<file path="src/rtl/debouncer_multi.sv">
// debouncer_multi: multi-channel input conditioner for buttons, DIP switches
// and board status pins. Each channel synchronises its raw pin, requires the
// new level to hold for STABLE_CNT sample ticks, then updates its level. Each
// change produces a one-clk rise/fall pulse and sets a sticky event flag.
// A single prescaler is shared by all channels and produces the sample tick.
//
// Ports:
//   clk        in   1       system clock, rising edge
//   rst_n      in   1       asynchronous active-low reset
//   d_in       in   NUM_CH  raw asynchronous inputs
//   d_out      out  NUM_CH  debounced levels
//   rise_pulse out  NUM_CH  1-clk pulse, d_out[i] inactive->active
//   fall_pulse out  NUM_CH  1-clk pulse, d_out[i] active->inactive
//   evt_flag   out  NUM_CH  sticky change flag per channel
//   evt_clr    in   NUM_CH  clears evt_flag[i]; a same-cycle set wins

// One channel: synchroniser, stability counter, level, pulses and flag.
module debouncer_ch #(
  parameter int SYNC_STAGES = 2,
  parameter int STABLE_CNT  = 1000,
  parameter int ACTIVE_VAL  = 1,
  parameter int CNT_W       = 10
) (
  input  logic clk,
  input  logic rst_n,
  input  logic tick,
  input  logic d_in,
  input  logic evt_clr,
  output logic d_out,
  output logic rise_pulse,
  output logic fall_pulse,
  output logic evt_flag
);
  localparam logic ACT  = (ACTIVE_VAL != 0);
  localparam logic IDLE = ~ACT;
  localparam logic [CNT_W-1:0] CNT_LAST = CNT_W'(STABLE_CNT - 1);

  logic [SYNC_STAGES-1:0] sync_q;
  logic [CNT_W-1:0]       cnt;
  logic                   s;

  assign s = sync_q[SYNC_STAGES-1];

  always_ff @(posedge clk or negedge rst_n) begin
    if (!rst_n) begin
      sync_q <= {SYNC_STAGES{IDLE}};
    end else begin
      sync_q <= {sync_q[SYNC_STAGES-2:0], d_in};
    end
  end

  // Any tick where the synchronised level matches the accepted one restarts
  // the qualification; the counter therefore never passes CNT_LAST.
  always_ff @(posedge clk or negedge rst_n) begin
    if (!rst_n) begin
      cnt        <= '0;
      d_out      <= IDLE;
      rise_pulse <= 1'b0;
      fall_pulse <= 1'b0;
    end else begin
      rise_pulse <= 1'b0;
      fall_pulse <= 1'b0;
      if (tick) begin
        if (s == d_out) begin
          cnt <= '0;
        end else if (cnt == CNT_LAST) begin
          cnt        <= '0;
          d_out      <= s;
          rise_pulse <= (s == ACT);
          fall_pulse <= (s != ACT);
        end else begin
          cnt <= cnt + 1'b1;
        end
      end
    end
  end

  // Flag is set from the registered pulses, so a clear issued while the pulse
  // is visible loses to the set.
  always_ff @(posedge clk or negedge rst_n) begin
    if (!rst_n) begin
      evt_flag <= 1'b0;
    end else begin
      evt_flag <= rise_pulse | fall_pulse | (evt_flag & ~evt_clr);
    end
  end
endmodule

module debouncer_multi #(
  parameter int NUM_CH      = 4,
  parameter int SYNC_STAGES = 2,
  parameter int STABLE_CNT  = 1000,
  parameter int TICK_DIV    = 1,
  parameter int ACTIVE_VAL  = 1
) (
  input  logic              clk,
  input  logic              rst_n,
  input  logic [NUM_CH-1:0] d_in,
  output logic [NUM_CH-1:0] d_out,
  output logic [NUM_CH-1:0] rise_pulse,
  output logic [NUM_CH-1:0] fall_pulse,
  output logic [NUM_CH-1:0] evt_flag,
  input  logic [NUM_CH-1:0] evt_clr
);
  localparam int CNT_W = $clog2(STABLE_CNT + 1);
  // Keep the prescaler at least one bit wide; with TICK_DIV=1 it sits at 0.
  localparam int PW = (TICK_DIV > 1) ? $clog2(TICK_DIV) : 1;
  localparam logic [PW-1:0] PRE_LAST = PW'(TICK_DIV - 1);

  logic [PW-1:0] pre_cnt;
  logic          tick;

  assign tick = (pre_cnt == PRE_LAST);

  always_ff @(posedge clk or negedge rst_n) begin
    if (!rst_n) begin
      pre_cnt <= '0;
    end else if (tick) begin
      pre_cnt <= '0;
    end else begin
      pre_cnt <= pre_cnt + 1'b1;
    end
  end

  for (genvar g = 0; g < NUM_CH; g++) begin : g_ch
    debouncer_ch #(
      .SYNC_STAGES (SYNC_STAGES),
      .STABLE_CNT  (STABLE_CNT),
      .ACTIVE_VAL  (ACTIVE_VAL),
      .CNT_W       (CNT_W)
    ) u_ch (
      .clk        (clk),
      .rst_n      (rst_n),
      .tick       (tick),
      .d_in       (d_in[g]),
      .evt_clr    (evt_clr[g]),
      .d_out      (d_out[g]),
      .rise_pulse (rise_pulse[g]),
      .fall_pulse (fall_pulse[g]),
      .evt_flag   (evt_flag[g])
    );
  end
endmodule

</file>
<file path="config.mk">
export PLATFORM = sky130hd
export DESIGN_NAME = debouncer_multi
export DESIGN_NICKNAME = d
export VERILOG_FILES = /design/src/rtl/debouncer_multi.sv
export SDC_FILE = /design/constraint.sdc
export NUM_CORES = 1
export LEC_CHECK = 0
export CORE_ASPECT_RATIO = 0.9
export CORE_MARGIN = 2
export CORE_UTILIZATION = 57
export CTS_CLUSTER_DIAMETER = 150
export DETAILED_ROUTE_END_ITERATION = 16
export PLACE_DENSITY_LB_ADDON = 0.15
export SETUP_SLACK_MARGIN = 0.1
export SYNTH_ARGS = -nofsm -noshare
export SYNTH_HDL_FRONTEND = slang
export SYNTH_SLANG_ARGS = --single-unit
</file>
<file path="constraint.sdc">
create_clock -name clk -period 2.09 [get_ports clk]
set_input_delay 0.627 -clock clk [delete_from_list [all_inputs] [get_ports clk]]
set_output_delay 0.627 -clock clk [all_outputs]
set_load 0.1 [all_outputs]
</file>
==> flow_results.xml <==
<?xml version="1.0" encoding="UTF-8"?>
<metrics>
  <group name="status">
    <metric name="outcome" unit="">completed</metric>
  </group>
  <group name="layout">
    <metric name="antennaDiodeCount" unit="">0</metric>
    <metric name="fin_cells" unit="">367</metric>
    <metric name="register_area" unit="um2">1600</metric>
    <metric name="final_nets" unit="">311</metric>
    <metric name="growth_of_design_area_from_synthesis_to_finish" unit="%">21.3</metric>
    <metric name="most_frequent_standard_cell_in_the_layout_excluding_fill_and_tap_cells" unit="">sky130_fd_sc_hd__dfrtp_1</metric>
    <metric name="layout.cell_area.non_filler" unit="um2">3490</metric>
    <metric name="final_layout_size_suffix_gt1_share" unit="%">16.2</metric>
    <metric name="layout_common_cells" unit="">64 x sky130_fd_sc_hd__dfrtp_1, 59 x sky130_fd_sc_hd__nor2_1, 18 x sky130_fd_sc_hd__xnor2_1, 18 x sky130_fd_sc_hd__nand3_1, 18 x sky130_fd_sc_hd__buf_12</metric>
    <metric name="fillerInstances" unit="">357</metric>
    <metric name="multi_input_logic_area" unit="um2">1130</metric>
    <metric name="fin_util" unit="%">71.8</metric>
  </group>
  <group name="routing">
    <metric name="route.detailed.wl_per_inst" unit="um">12.6</metric>
    <metric name="ant_nets" unit="">0</metric>
    <metric name="remaining_drc_errors" unit="">0</metric>
    <metric name="post_drt_via_cell_ratio" unit="">5.29</metric>
    <metric name="via_count" unit="">1943</metric>
    <metric name="initial_drc_count" unit="">70</metric>
    <metric name="drt-total-wl" unit="mm">4.61</metric>
    <metric name="firstDrtPassIters" unit="">4</metric>
  </group>
  <group name="synthesis">
    <metric name="yosys.area_share.xor_xnor" unit="%">8.52</metric>
    <metric name="synth_top_family_by_area" unit="">simple AND/OR/NAND/NOR gates</metric>
    <metric name="synth.area.mux_share" unit="%">1.70</metric>
    <metric name="synth-edff-count" unit="">0</metric>
    <metric name="yosys.area.top_type" unit="">sky130_fd_sc_hd__dfrtp_1</metric>
    <metric name="netlist_area" unit="um2">2880</metric>
    <metric name="synth_area_leaders" unit="">sky130_fd_sc_hd__dfrtp_1 56%, sky130_fd_sc_hd__nor2_1 7.7%, sky130_fd_sc_hd__xnor2_1 5.5%</metric>
    <metric name="synth-compound-area-share" unit="%">6.65</metric>
    <metric name="synth_fa_ha_area_share" unit="%">1.74</metric>
    <metric name="ys.warnings.count" unit="">0</metric>
    <metric name="async_flop_share" unit="%">100</metric>
    <metric name="most_used_flip_flop_cell_after_synthesis" unit="">sky130_fd_sc_hd__dfrtp_1</metric>
    <metric name="post_synth_num_cell_types" unit="">32</metric>
    <metric name="number_of_standard_cells_after_synthesis" unit="">275</metric>
    <metric name="number_of_storage_elements_in_the_synthesis_netlist" unit="">64</metric>
    <metric name="synth-simple-area-share" unit="%">20.7</metric>
    <metric name="seq_area_frac_synth" unit="%">55.7</metric>
    <metric name="syn-num-nets" unit="">289</metric>
    <metric name="synth_top_area_share" unit="%">55.7</metric>
    <metric name="syn-mean-instance-area" unit="um2">10.5</metric>
  </group>
  <group name="global_route">
    <metric name="gr-usage-all-layers" unit="%">18.8</metric>
    <metric name="grt_max_degree" unit="">29</metric>
    <metric name="grt_overflow" unit="">0</metric>
    <metric name="grt_first_pass_wirelength" unit="mm">8.25</metric>
    <metric name="number_of_global_route_vias_before_repair" unit="">1869</metric>
    <metric name="antenna_found_initial" unit="">0</metric>
  </group>
  <group name="sta">
    <metric name="hold_viol_final" unit="">0</metric>
    <metric name="slew_margin_rel" unit="%">64.5</metric>
    <metric name="worst-slew-pin-transition" unit="ps">529</metric>
    <metric name="fmax" unit="MHz">576</metric>
    <metric name="final_period_minus_worst_setup_slack" unit="ps">1740</metric>
    <metric name="worst_setup_slack_final" unit="ps">353</metric>
    <metric name="finClkSkew" unit="ps">10.6</metric>
    <metric name="rsz0062_at_grt" unit="">no</metric>
    <metric name="min_period_over_period" unit="%">83.1</metric>
    <metric name="setup_viol" unit="">0</metric>
    <metric name="finalHoldWorstSlack" unit="ps">255</metric>
    <metric name="setup-tns-final" unit="ps">0</metric>
    <metric name="drv_slew" unit="">0</metric>
  </group>
  <group name="setup_path">
    <metric name="worst-r2r-setup-slack" unit="ps">350</metric>
    <metric name="worstSetupEndpointType" unit="">register</metric>
    <metric name="worst_ep_arrival_time" unit="ps">1960</metric>
    <metric name="crit_path_max_fanout" unit="">5</metric>
    <metric name="crit_path_launch_type" unit="">register</metric>
    <metric name="cp_top_family" unit="">simple AND/OR/NAND/NOR gates</metric>
    <metric name="worst-endpoint-required" unit="ps">2310</metric>
    <metric name="worst_path_largest_cell_delay" unit="ps">560</metric>
    <metric name="r2r-end" unit="">g_ch[1].u_ch.d_out</metric>
    <metric name="timing.reg2reg.worst_path_depth" unit="">4</metric>
    <metric name="critPathKind" unit="">reg2reg</metric>
    <metric name="critical_path.cell_chain" unit="">ha_1, nand2_1, or4_4, mux2_4</metric>
    <metric name="startpoint_of_the_worst_slack_reg_to_reg_timing_path" unit="">g_ch[1].u_ch.cnt[0]</metric>
    <metric name="critical_path_buf_inv_count" unit="">0</metric>
    <metric name="crit_path_top_delay_cell" unit="">sky130_fd_sc_hd__or4_4</metric>
  </group>
  <group name="power">
    <metric name="cellLeakagePower" unit="nW">1.55</metric>
    <metric name="vdd_ir_drop_max" unit="uV">548</metric>
    <metric name="power.density_cell_area" unit="nW/um2">703</metric>
    <metric name="p_total" unit="mW">2.46</metric>
  </group>
  <group name="placement">
    <metric name="gp_congestion" unit="">0.807</metric>
    <metric name="place_area" unit="um2">3280</metric>
    <metric name="inst_count_dp" unit="">351</metric>
    <metric name="portBuffers" unit="">25</metric>
    <metric name="detailedPlacementHpwl" unit="mm">3.32</metric>
    <metric name="pre_cts_slack" unit="ps">360</metric>
  </group>
  <group name="flow_run">
    <metric name="drv.max_cap_violation_count" unit="">0</metric>
  </group>
  <group name="clock_network">
    <metric name="clock_latency" unit="ps">330</metric>
    <metric name="cts_made_buffers" unit="">9</metric>
    <metric name="post-cts-setup-buffer-count" unit="">0</metric>
    <metric name="register_clock_pin_slew_on_the_reported_worst_setup_and_hold_paths" unit="ps">80</metric>
    <metric name="root_buffer" unit="">sky130_fd_sc_hd__clkbuf_8</metric>
    <metric name="htree_num_levels" unit="">3</metric>
    <metric name="tritoncts" unit="">done</metric>
    <metric name="clock_tree.buffer_depth" unit="">2</metric>
    <metric name="cts_resized" unit="">0</metric>
    <metric name="clock_sinks" unit="">64</metric>
    <metric name="holdBufCountCts" unit="">0</metric>
  </group>
  <group name="floorplanning">
    <metric name="std_cell_rows" unit="">24</metric>
    <metric name="die-area" unit="um2">5630</metric>
    <metric name="io_pins" unit="">26</metric>
    <metric name="chipWidth" unit="um">78.9</metric>
    <metric name="fp.dieH" unit="um">71.4</metric>
    <metric name="initial_utilization" unit="%">59.2</metric>
    <metric name="coreArea" unit="um2">4860</metric>
  </group>
  <group name="hold_path">
    <metric name="hold_path_class" unit="">in2async</metric>
  </group>
</metrics>
[synthesized netlist by cell type (2+ instances only)]
cell	n
sky130_fd_sc_hd__and2_1	2
sky130_fd_sc_hd__buf_4	16
sky130_fd_sc_hd__xor2_1	10
sky130_fd_sc_hd__nor3_1	3
sky130_fd_sc_hd__nand2_1	12
sky130_fd_sc_hd__a31oi_1	3
sky130_fd_sc_hd__o211a_1	2
sky130_fd_sc_hd__a31o_2	2
sky130_fd_sc_hd__xnor2_1	18
sky130_fd_sc_hd__nand3_1	18
sky130_fd_sc_hd__nor3b_1	8
sky130_fd_sc_hd__dfrtp_1	64
sky130_fd_sc_hd__and4bb_2	2
sky130_fd_sc_hd__and3_1	5
sky130_fd_sc_hd__o221a_2	2
sky130_fd_sc_hd__ha_1	4
sky130_fd_sc_hd__nand4_1	3
sky130_fd_sc_hd__mux2_2	3
sky130_fd_sc_hd__nand2b_1	2
sky130_fd_sc_hd__inv_1	7
sky130_fd_sc_hd__o21ai_0	12
sky130_fd_sc_hd__a21oi_1	9
sky130_fd_sc_hd__nor2_1	59
[metal layers]
layer	routed length (um)	GRT usage (%)
met1	2280	25.7
met2	2090	29.3
met3	155	3.65
met4	83	9.39
met5	0	0
[power breakdown]
| group | total, mW | switching [mW] | internal [mW] |
|---|---|---|---|
| clock | 1.06 | 0.474 | 0.587 |
| combinational | 0.100 | 0.0548 | 0.0455 |
| sequential | 1.29 | 0.0291 | 1.26 |
[worst max path at each step]
stage	from	to	slack [ps]	cells after the start
floorplan	g_ch[1].u_ch.cnt[0]	g_ch[1].u_ch.d_out	470	4
global placement	g_ch[1].u_ch.cnt[0]	g_ch[1].u_ch.d_out	440	4
detailed placement	g_ch[1].u_ch.cnt[0]	g_ch[1].u_ch.d_out	360	4
CTS	g_ch[1].u_ch.cnt[0]	g_ch[1].u_ch.cnt[5]	350	5
global route	g_ch[1].u_ch.cnt[0]	g_ch[1].u_ch.cnt[5]	240	5
finish	g_ch[1].u_ch.cnt[0]	g_ch[1].u_ch.d_out	350	4
[area by class of cell]
class,count,share of cell area [%]
clock inverters,6,1.97
multi-input cells,188,32.4
clock buffers,10,3.94
repair buffers,27,12.8
inverters,7,0.753
well taps,65,2.33
flip-flops and latches,64,45.9
[worst reg2reg max path, delay by kind of cell, from the launching register on]
family                     cells  cell delay, ps
adders and majority gates      1             240
and+or+nand+nor                2             680
DFF                            1             420
muxes                          1             310
[sequential cells by signal (all words and copies together), names as in the netlist]
register              flops
g_ch.u_ch.cnt            40
g_ch.u_ch.sync_q          8
g_ch.u_ch.d_out           4
g_ch.u_ch.evt_flag        4
g_ch.u_ch.fall_pulse      4
g_ch.u_ch.rise_pulse      4
[kinds of logic (layout without fill, tap and decap cells)]
group,count (synthesis),count (layout)
XOR/XNOR,28,28
AO/OA/AOI/OAI,31,31
buffers and inverters,23,50
multiplexers,4,4
flip-flops,64,64
adder cells (fa/ha/maj),4,4
AND/OR/NAND/NOR,121,121
Power figures use the tool's default switching activity.
